--- src/rtl/rf_wport_arbiter_pkg.sv ---
// Shared types and constants for the register-file write-port arbiter.
package rf_wport_arbiter_pkg;

  localparam logic [3:0] RF_WE_FULL  = 4'b1111;
  localparam logic [4:0] RF_ZERO_REG = 5'd0;

  // One buffered late result: destination register and full-word data.
  typedef struct packed {
    logic [4:0]  wnum;
    logic [31:0] wdata;
  } rf_entry_t;

  // Which requester owns the write port in the current cycle.
  typedef enum logic [1:0] {
    GNT_IDLE = 2'd0,
    GNT_WB   = 2'd1,
    GNT_FIFO = 2'd2
  } grant_e;

endpackage

--- src/rtl/rf_late_fifo.sv ---
// Small FIFO holding late mul/div results until the write port is free.
// Exposes a per-slot valid/wnum view so the top can run the pending-write
// scoreboard against everything still queued.
module rf_late_fifo
  import rf_wport_arbiter_pkg::*;
#(
  parameter int DEPTH = 2
) (
  input  logic                     clk,
  input  logic                     rst_n,
  input  logic                     push_i,
  input  logic [4:0]               push_wnum_i,
  input  logic [31:0]              push_wdata_i,
  input  logic                     pop_i,
  output logic [4:0]               head_wnum_o,
  output logic [31:0]              head_wdata_o,
  output logic [$clog2(DEPTH):0]   cnt_o,
  output logic                     full_o,
  output logic                     empty_o,
  output logic [DEPTH-1:0]         ent_valid_o,
  output logic [DEPTH*5-1:0]       ent_wnum_o
);

  localparam int AW = $clog2(DEPTH);

  rf_entry_t        mem_q [DEPTH];
  logic [AW-1:0]    wr_ptr_q, wr_ptr_d;
  logic [AW-1:0]    rd_ptr_q, rd_ptr_d;
  logic [AW:0]      cnt_q, cnt_d;
  logic [DEPTH-1:0] vld_q, vld_d;
  logic             push_ok, pop_ok;

  assign full_o  = (cnt_q == (AW+1)'(DEPTH));
  assign empty_o = (cnt_q == '0);
  // Guard against misuse so pointers and count can never drift apart.
  assign push_ok = push_i && !full_o;
  assign pop_ok  = pop_i && !empty_o;

  assign head_wnum_o  = mem_q[rd_ptr_q].wnum;
  assign head_wdata_o = mem_q[rd_ptr_q].wdata;
  assign cnt_o        = cnt_q;
  assign ent_valid_o  = vld_q;

  // Flatten the stored destination numbers for the scoreboard compare.
  always_comb begin
    ent_wnum_o = '0;
    for (int i = 0; i < DEPTH; i++) begin
      ent_wnum_o[i*5 +: 5] = mem_q[i].wnum;
    end
  end

  // Next pointers, count and slot-valid bits; pointers wrap modulo DEPTH.
  always_comb begin
    wr_ptr_d = wr_ptr_q;
    rd_ptr_d = rd_ptr_q;
    cnt_d    = cnt_q;
    vld_d    = vld_q;
    if (pop_ok) begin
      rd_ptr_d        = rd_ptr_q + AW'(1);
      vld_d[rd_ptr_q] = 1'b0;
    end
    if (push_ok) begin
      wr_ptr_d        = wr_ptr_q + AW'(1);
      vld_d[wr_ptr_q] = 1'b1;
    end
    case ({push_ok, pop_ok})
      2'b10:   cnt_d = cnt_q + (AW+1)'(1);
      2'b01:   cnt_d = cnt_q - (AW+1)'(1);
      default: cnt_d = cnt_q;
    endcase
  end

  // Control state; reset drops every queued entry.
  always_ff @(posedge clk or negedge rst_n) begin
    if (!rst_n) begin
      wr_ptr_q <= '0;
      rd_ptr_q <= '0;
      cnt_q    <= '0;
      vld_q    <= '0;
    end else begin
      wr_ptr_q <= wr_ptr_d;
      rd_ptr_q <= rd_ptr_d;
      cnt_q    <= cnt_d;
      vld_q    <= vld_d;
    end
  end

  // Storage array; contents are qualified by vld_q so no reset is needed.
  always_ff @(posedge clk) begin
    if (push_ok) begin
      mem_q[wr_ptr_q] <= '{wnum: push_wnum_i, wdata: push_wdata_i};
    end
  end

endmodule

--- src/rtl/rf_wport_arbiter.sv ---
// Arbiter for the single register-file write port: WB writeback versus
// buffered late mul/div results, with an anti-starvation limit on WB wins
// and a pending-write lookup for ID.
//
// Handshakes: the late-result side is valid/ready; a beat transfers when
// md_valid_in && md_ready_out at the clock edge, and md_ready_out depends
// only on current occupancy. WB has no ready; instead wb_stall_out tells WB
// to hold its inputs unchanged for another cycle.
module rf_wport_arbiter
  import rf_wport_arbiter_pkg::*;
#(
  parameter int DEPTH      = 2,
  parameter int STARVE_MAX = 4
) (
  input  logic                   clk,
  input  logic                   rst_n,
  input  logic                   wb_valid_in,
  input  logic [3:0]             wb_we_in,
  input  logic [4:0]             wb_wnum_in,
  input  logic [31:0]            wb_wdata_in,
  output logic                   wb_stall_out,
  input  logic                   md_valid_in,
  input  logic [4:0]             md_wnum_in,
  input  logic [31:0]            md_wdata_in,
  output logic                   md_ready_out,
  input  logic [4:0]             id_rnum0_in,
  input  logic [4:0]             id_rnum1_in,
  input  logic [4:0]             id_wnum_in,
  output logic                   id_pending_hit_out,
  output logic [3:0]             rf_we_out,
  output logic [4:0]             rf_wnum_out,
  output logic [31:0]            rf_wdata_out,
  output logic [$clog2(DEPTH):0] fifo_cnt_out
);

  logic               wb_req;
  logic               md_push;
  logic               fifo_full, fifo_empty;
  logic [4:0]         head_wnum;
  logic [31:0]        head_wdata;
  logic [DEPTH-1:0]   ent_valid;
  logic [DEPTH*5-1:0] ent_wnum;
  grant_e             grant;
  logic [3:0]         starve_q, starve_d;
  logic [3:0]         rf_we_q, rf_we_d;
  logic [4:0]         rf_wnum_q, rf_wnum_d;
  logic [31:0]        rf_wdata_q, rf_wdata_d;

  // A WB instruction only competes if it actually writes a real register.
  assign wb_req = wb_valid_in && (|wb_we_in) && (wb_wnum_in != RF_ZERO_REG);

  // No same-cycle credit for a pop: ready reflects current occupancy only.
  assign md_ready_out = !fifo_full;
  // Results aimed at r0 are acknowledged but never stored.
  assign md_push = md_valid_in && md_ready_out && (md_wnum_in != RF_ZERO_REG);

  rf_late_fifo #(.DEPTH(DEPTH)) u_fifo (
    .clk          (clk),
    .rst_n        (rst_n),
    .push_i       (md_push),
    .push_wnum_i  (md_wnum_in),
    .push_wdata_i (md_wdata_in),
    .pop_i        (grant == GNT_FIFO),
    .head_wnum_o  (head_wnum),
    .head_wdata_o (head_wdata),
    .cnt_o        (fifo_cnt_out),
    .full_o       (fifo_full),
    .empty_o      (fifo_empty),
    .ent_valid_o  (ent_valid),
    .ent_wnum_o   (ent_wnum)
  );

  // Grant selection: WB first, but the queue wins after STARVE_MAX straight WB grants.
  always_comb begin
    grant = GNT_IDLE;
    if (fifo_empty) begin
      if (wb_req) grant = GNT_WB;
    end else if (!wb_req) begin
      grant = GNT_FIFO;
    end else if (starve_q < 4'(STARVE_MAX)) begin
      grant = GNT_WB;
    end else begin
      grant = GNT_FIFO;
    end
  end

  assign wb_stall_out = wb_req && (grant != GNT_WB);

  // Starvation counter: counts WB wins only while something is waiting.
  always_comb begin
    starve_d = starve_q;
    if (fifo_empty || grant == GNT_FIFO) begin
      starve_d = 4'd0;
    end else if (grant == GNT_WB) begin
      starve_d = starve_q + 4'd1;
    end
  end

  // Next value of the registered write port; address/data hold when idle.
  always_comb begin
    rf_we_d    = 4'b0000;
    rf_wnum_d  = rf_wnum_q;
    rf_wdata_d = rf_wdata_q;
    case (grant)
      GNT_WB: begin
        rf_we_d    = wb_we_in;
        rf_wnum_d  = wb_wnum_in;
        rf_wdata_d = wb_wdata_in;
      end
      GNT_FIFO: begin
        rf_we_d    = RF_WE_FULL;
        rf_wnum_d  = head_wnum;
        rf_wdata_d = head_wdata;
      end
      default: ;
    endcase
  end

  // Write-port and starvation registers.
  always_ff @(posedge clk or negedge rst_n) begin
    if (!rst_n) begin
      starve_q   <= 4'd0;
      rf_we_q    <= 4'b0000;
      rf_wnum_q  <= 5'd0;
      rf_wdata_q <= 32'd0;
    end else begin
      starve_q   <= starve_d;
      rf_we_q    <= rf_we_d;
      rf_wnum_q  <= rf_wnum_d;
      rf_wdata_q <= rf_wdata_d;
    end
  end

  assign rf_we_out    = rf_we_q;
  assign rf_wnum_out  = rf_wnum_q;
  assign rf_wdata_out = rf_wdata_q;

  // Pending-write lookup: any non-zero query matching an occupied slot.
  always_comb begin
    id_pending_hit_out = 1'b0;
    for (int i = 0; i < DEPTH; i++) begin
      if (ent_valid[i]) begin
        if (id_rnum0_in != RF_ZERO_REG && ent_wnum[i*5 +: 5] == id_rnum0_in) id_pending_hit_out = 1'b1;
        if (id_rnum1_in != RF_ZERO_REG && ent_wnum[i*5 +: 5] == id_rnum1_in) id_pending_hit_out = 1'b1;
        if (id_wnum_in  != RF_ZERO_REG && ent_wnum[i*5 +: 5] == id_wnum_in)  id_pending_hit_out = 1'b1;
      end
    end
  end

endmodule

--- config.mk ---
export PLATFORM = sky130hd
export DESIGN_NAME = rf_wport_arbiter
export DESIGN_NICKNAME = d
export VERILOG_FILES = /design/src/rtl/rf_wport_arbiter_pkg.sv /design/src/rtl/rf_late_fifo.sv /design/src/rtl/rf_wport_arbiter.sv
export SDC_FILE = /design/constraint.sdc
export NUM_CORES = 1
export LEC_CHECK = 0
export ABC_CLOCK_PERIOD_IN_PS = 3000
export CAP_MARGIN = 30
export CORE_MARGIN = 2
export CORE_UTILIZATION = 40
export DETAILED_ROUTE_END_ITERATION = 8
export GPL_ROUTABILITY_DRIVEN = 0
export PLACE_DENSITY = 0.67
export SYNTH_ARGS = -nofsm -noshare
export SYNTH_HDL_FRONTEND = slang
export SYNTH_HIERARCHICAL = 1
export SYNTH_SLANG_ARGS = --single-unit
--- constraint.sdc ---
create_clock -name clk -period 3 [get_ports clk]
set_clock_uncertainty 0.15 [all_clocks]
set_input_delay 0.6 -clock clk [delete_from_list [all_inputs] [get_ports clk]]
set_output_delay 0.6 -clock clk [all_outputs]
set_load 0.01 [all_outputs]
==> results.json, run 1 <==
{
  "crit_path_start_kind": "input pin",
  "tightest_slew_ps": 670,
  "fin_nets": 667,
  "fmax_mhz": 345,
  "worstPathRequired_ps": 2250,
  "status": "complete, no violations",
  "reg2reg_depth": 10,
  "reg2reg_from": "u_fifo/cnt_o[0]",
  "grt_pass1_wl_um": 20500,
  "r2r_slack_ps": 540,
  "grt_max_degree": 39,
  "start_util_pct": 41.3,
  "io_pins": 143,
  "drv_slew": 0,
  "drive_gt1_share_pct": 16.4,
  "clkTransAtPathRegs_ps": 50,
  "grt_overflow_total": 0,
  "hp-class": "input pin to asynchronous set/reset pin",
  "clock_path_buffers": 2,
  "synth-seq-cells": 125,
  "dp.final_hpwl_um": 8950,
  "cts_buffers": 17,
  "die_h_um": 121,
  "period_share_pct": 96.7,
  "critPathCaptureType": "output pin",
  "wire_per_inst_um": 16.9,
  "ys_types": 31,
  "cp_max_fo": 3,
  "tritoncts": "done",
  "final_hold_viol_count": 0,
  "crit_arrival_ps": 2150,
  "grt_setup_unrepaired": "false",
  "numClockSinks": 125,
  "synth_cells": 408,
  "insertion_delay_ps": 400,
  "cts_hold_buf": 0,
  "hold_ws_ps": 77.5,
  "grt.total_usage_pct": 18.4,
  "critPathKind": "input pin to output pin",
  "cp_slowest_cell": "clkdlybuf4s50_1",
  "route.detailed.drc": 0,
  "drt_iter0_markers": 145,
  "drv_cap": 0,
  "stdcell_area_um2": 7820,
  "first_pass_iters": 4,
  "ir_worst_vdd_uv": 422,
  "async_flop_share_pct": 40.8,
  "ys_warn_count": 6,
  "core_um2": 13300,
  "antenna_found_initial": 0,
  "wirelength_um": 12800,
  "area_growth_pct": 42.4,
  "pwr_density_cell_nw_per_um2": 907,
  "setup_viol": 0,
  "yosysSeqAreaShare_pct": 63.7,
  "cts_root_buffer": "clkbuf_16",
  "seq_area_um2": 3500,
  "max_stage_delay_ps": 430,
  "viasPerCell": 4.92,
  "period_needed_ps": 2900,
  "synthFlopType": "edfxtp_1",
  "vias": 3716,
  "diodes": 0,
  "crit_chain": "clkdlybuf4s50_1 > o41ai_2 > a21oi_1 > o21ai_1 > inv_1 > ha_1 > nor2b_1 > buf_2",
  "antenna_left": 0,
  "die_w_um": 121,
  "h-tree-depth": 4,
  "multi_input_area_um2": 1830,
  "slew_headroom_pct": 55.3,
  "rows": 42,
  "r2r_end": "u_fifo/cnt_o[1]",
  "syn-cell-area_um2": 5490,
  "die-area_um2": 14700,
  "p_leak_uw": 0.00296,
  "grt_pass1_vias": 4132,
  "synth.avg_cell_area_um2": 13.5,
  "synth_edf_count": 74,
  "dpl_cell_area_um2": 7230,
  "synth_nets": 509,
  "place.port_buffers": 142,
  "fill_cells": 1091
}
per-stage QoR:
stage	cells	worst slack, ps	util, %	setup TNS, ps	total power [uW]
2_1_floorplan	408	419	-	0	4000
3_3_place_gp	722	-388	54.4	-603	5140
3_5_place_dp	722	-402	54.4	-723	5210
4_1_cts	754	9.72	58.7	0	7190
5_1_grt	755	15.0	58.8	0	7480
6_report	755	99.0	58.8	0	7090
sequential cells by signal (all words and copies together), names as in the netlist:
signal / count
rf_wdata_out: 32
rf_we_out: 4
rf_wnum_out: 5
starve_q: 4
u_fifo/cnt_o: 2
u_fifo/ent_valid_o: 2
u_fifo/mem_q: 74
u_fifo/rd_ptr_q: 1
u_fifo/wr_ptr_q: 1
how the worst max path moves through the flow:
stage               startpoint                 end  cells past startpoint
2_1_floorplan  u_fifo/cnt_o[0]  u_fifo/mem_q[0][0]                      6
3_3_place_gp     wb_wnum_in[0]        wb_stall_out                      9
3_5_place_dp     wb_wnum_in[1]        wb_stall_out                      9
4_1_cts         id_rnum1_in[1]  id_pending_hit_out                      7
5_1_grt            wb_we_in[2]        wb_stall_out                      8
6_report           wb_we_in[2]        wb_stall_out                      8
synthesized netlist by cell type (4+ instances only):
master    number  area, um^2
edfxtp_1      74        2220
dfrtp_1       51        1280
nand2_1       41         154
o21ai_0       41         205
mux2i_1       38         380
mux2_2        30         338
xnor2_1       27         236
xor2_1        11        96.3
buf_2         10        50.1
buf_4         10        75.1
nor2_1        10        37.5
clkbuf_1       9        33.8
mux2_1         7        78.8
inv_1          6        22.5
a21oi_1        5        25.0
nand3_1        5        25.0
nor3_1         5        25.0
ha_1           4        50.1
nor4_1         4        25.0
o21ai_1        4        20.0
per-layer routing:
layer  track usage, %  wire [um]
met1             21.0       5300
met2             31.8       6380
met3             6.06        857
met4             7.18        254
met5                0          0
final cells by class:
type,instances,share of cell area (%)
Tap cell,176,2.82
Inverter,6,0.288
Clock buffer,21,5.76
Multi-Input combinational cell,248,23.5
Sequential cell,125,44.8
Timing Repair Buffer,168,21.4
Clock inverter,11,1.52
cells by family after synthesis:
kind of cell	after synthesis	share of synthesized area [%]
mux	75	14.5
simple gates	77	6.29
buf+inv	35	3.31
xor+xnor	38	6.06
fa+ha+maj	4	0.912
flops	125	63.7
compound gates	54	5.15
cell usage in the layout, fill, tap and decap left out, types with 2 or more instances in the layout:
master	instances
buf_12	5
o21ai_1	5
clkbuf_16	17
buf_2	2
clkbuf_1	3
o21ai_0	40
buf_4	21
a21oi_1	5
mux2_1	7
xor2_1	11
dlymetal6s2s_1	2
dfrtp_1	50
nand3_1	5
mux2i_1	38
nor3_1	4
or4_1	3
clkdlybuf4s50_1	137
edfxtp_1	74
mux2_2	30
nor4_1	4
inv_1	6
clkinvlp_4	3
nor2_2	2
nor2_1	8
nand2_1	41
nand4_1	3
xnor2_1	27
clkinv_2	3
ha_1	3
bufinv_16	2
nand2b_1	2
power breakdown:
group	internal, uW	switching, uW	leakage, uW	total (uW)
clock network	1240	710	0.000271	1950
registers	2420	324	0.00131	2750
logic	1290	1110	0.00138	2390
worst max-delay path, delay by kind of cell:
family	cells	cell delay (ps)
fa+ha+maj	1	210
simple gates	1	120
buf+inv	3	640
compound gates	3	590
repair_timing:
| item | CTS | global route |
|---|---|---|
| resized for setup | 10 | 3 |
| endpoints found under the hold margin | 0 | 0 |
| gates cloned | 0 | 0 |
| setup endpoints to repair | 2 | 2 |
| pin swaps | 1 | 1 |
| buffers inserted | 0 | 1 |
Power figures use the tool's default switching activity.
==> run 2: changes to the inputs <==
CORE_ASPECT_RATIO = 1.2   (was not set)
==> run 2 against run 1 <==
Non-clock buffer count stayed put. Cell count is 1.1% lower. Routed wire length up 0.77%. Highest routed layer unchanged. Power is 2.8% higher.
==> results.json, run 2 (synthesis gave the netlist of run 1 again) <==
{
  "status": "complete, no violations",
  "viasPerCell": 4.92,
  "switchingPower_uw": 2180,
  "antenna_found_initial": 0,
  "pwr_density_cell_nw_per_um2": 928,
  "final_cell_mix": "139 x clkdlybuf4s50_1, 74 x edfxtp_1, 50 x dfrtp_1",
  "drive_gt1_share_pct": 17.4,
  "core_um2": 13300,
  "io_pins": 143,
  "clkTransAtPathRegs_ps": 60,
  "drt_iter0_markers": 149,
  "critPathCaptureType": "output pin",
  "die-area_um2": 14700,
  "insertion_delay_ps": 400,
  "rows": 46,
  "wirelength_um": 12900,
  "fill_cells": 1061,
  "diodes": 0,
  "cts_setup_buffers": 0,
  "cts_root_buffer": "clkbuf_16",
  "dp.final_hpwl_um": 9010,
  "h-tree-depth": 4,
  "cts_hold_buf": 0,
  "grt_pass1_wl_um": 20700,
  "period_share_pct": 97.3,
  "p_comb_share_pct": 32.6,
  "die_h_um": 132,
  "stdcell_count": 747,
  "die_w_um": 111,
  "crit_arrival_ps": 2170,
  "fmax_mhz": 343,
  "final_hold_viol_count": 0,
  "clock_path_buffers": 2,
  "fin_nets": 667,
  "grt_pass1_vias": 4040,
  "drv_slew": 0,
  "p_int_uw": 5110,
  "cp_max_fo": 3,
  "period_needed_ps": 2920,
  "power_frac_seq_pct": 37.8,
  "area_growth_pct": 43.1,
  "first_pass_iters": 4,
  "power.share.clock_pct": 29.6,
  "total_power_uw": 7290,
  "ir_worst_vdd_uv": 466,
  "start_util_pct": 41.3,
  "largest_register_ffs": 74,
  "wire_per_inst_um": 17.3,
  "setup_viol": 0,
  "p_leak_uw": 0.00298,
  "antenna_left": 0,
  "critPathKind": "input pin to output pin",
  "grt.total_usage_pct": 18.2,
  "slew_headroom_pct": 53.0,
  "place.port_buffers": 142,
  "dp_cells": 715,
  "numClockSinks": 125,
  "tritoncts": "done",
  "final_common_cell": "clkdlybuf4s50_1",
  "tightest_slew_ps": 705,
  "hp-class": "input pin to asynchronous set/reset pin",
  "crit_path_start_kind": "input pin",
  "cts_buffers": 17,
  "worstPathRequired_ps": 2250,
  "grt_max_degree": 52,
  "regMostFlops": "u_fifo/mem_q",
  "swShare_pct": 29.9,
  "drv_cap": 0,
  "grt_setup_unrepaired": "true",
  "grt_overflow_total": 0,
  "route.detailed.drc": 0,
  "vias": 3676
}
-- run 2: changes by cell type in the layout (fill, tap and decap cells not counted), moves of 2 or more --
cell / change
dlymetal6s2s_1: -2
clkinvlp_4: -3
buf_12: -2
buf_4: +2
bufinv_16: +2
clkdlybuf4s50_1: +2
clkbuf_1: -2
clkinv_4: +3
-- run 2: stage by stage --
step / instance area (um^2) / TNS (ps) / worst slack (ps) / utilization, % / hold slack [ps]
global route: 7850 / -10.9 / -10.9 / 59.1 / 234
detailed placement: 7200 / -875 / -423 / 54.2 / 322
finish: 7850 / 0 / 80.7 / 59.1 / 188
CTS: 7850 / 0 / 8.87 / 59.0 / 210
floorplan: 5490 / 0 / 419 / - / 154
global placement: 7200 / -575 / -393 / 54.2 / 318
-- run 2: area by class of cell --
cell class	count	area (um^2)	share of cell area, %
inverter	6	22.5	0.287
timing repair buffer	168	1640	20.9
sequential	125	3500	44.6
multi-input combinational	248	1850	23.6
clock buffer	19	443	5.64
clock inverter	13	188	2.39
tap	168	210	2.68
-- run 2: critical path, stage by stage --
cell and delay (ps):
clkdlybuf4s50_1 440, o41ai_2 410, a21oi_2 90, a21o_1 190, ha_1 190, nor2b_1 110
buf_2 140
-- run 2: power groups by stage --
stage	registers (uW)	clock network, uW	logic [uW]
after floorplan	2790	0	1210
after global placement	2760	0	2360
after detailed placement	2780	0	2410
after CTS	2760	2210	2420
after global routing	2830	2280	2610
final	2760	2160	2380
-- run 2: repair_timing --
action / 4_1_cts / 5_1_grt
setup endpoints to repair: 2 / 2
gates resized for setup: 10 / 4
pin swaps: 2 / 3
-- run 2: path summary, 6_finish.rpt --
path	end	startpoint	slack, ps	cells after the start
worst max-delay path	wb_stall_out	wb_we_in[2]	80	7
worst min-delay path	rf_wdata_out[17]	rst_n	190	2
worst max register to register	u_fifo/cnt_o[1]	u_fifo/cnt_o[0]	610	10
worst min register to register	rf_wdata_out[18]	rf_wdata_out[18]	330	2
max in group asynchronous	u_fifo/rd_ptr_q	rst_n	2010	2
min in group clk	rf_wdata_out[18]	rf_wdata_out[18]	330	2
-- run 2: routing by layer --
layer  wire length [um]  vias to the layer above  track usage [%]
met2               6470                      117             31.1
met3                903                        9             7.22
met5                  0                        -                0
li1                   -                     1774                -
met1               5390                     1776             21.4
met4                127                        0             4.86
==> run 3: changes to the inputs <==
ABC_CLOCK_PERIOD_IN_PS = not set   (was 3000)
==> results of run 3 <==
No change in the layout: final DEF, timing and power equal those of run 2.
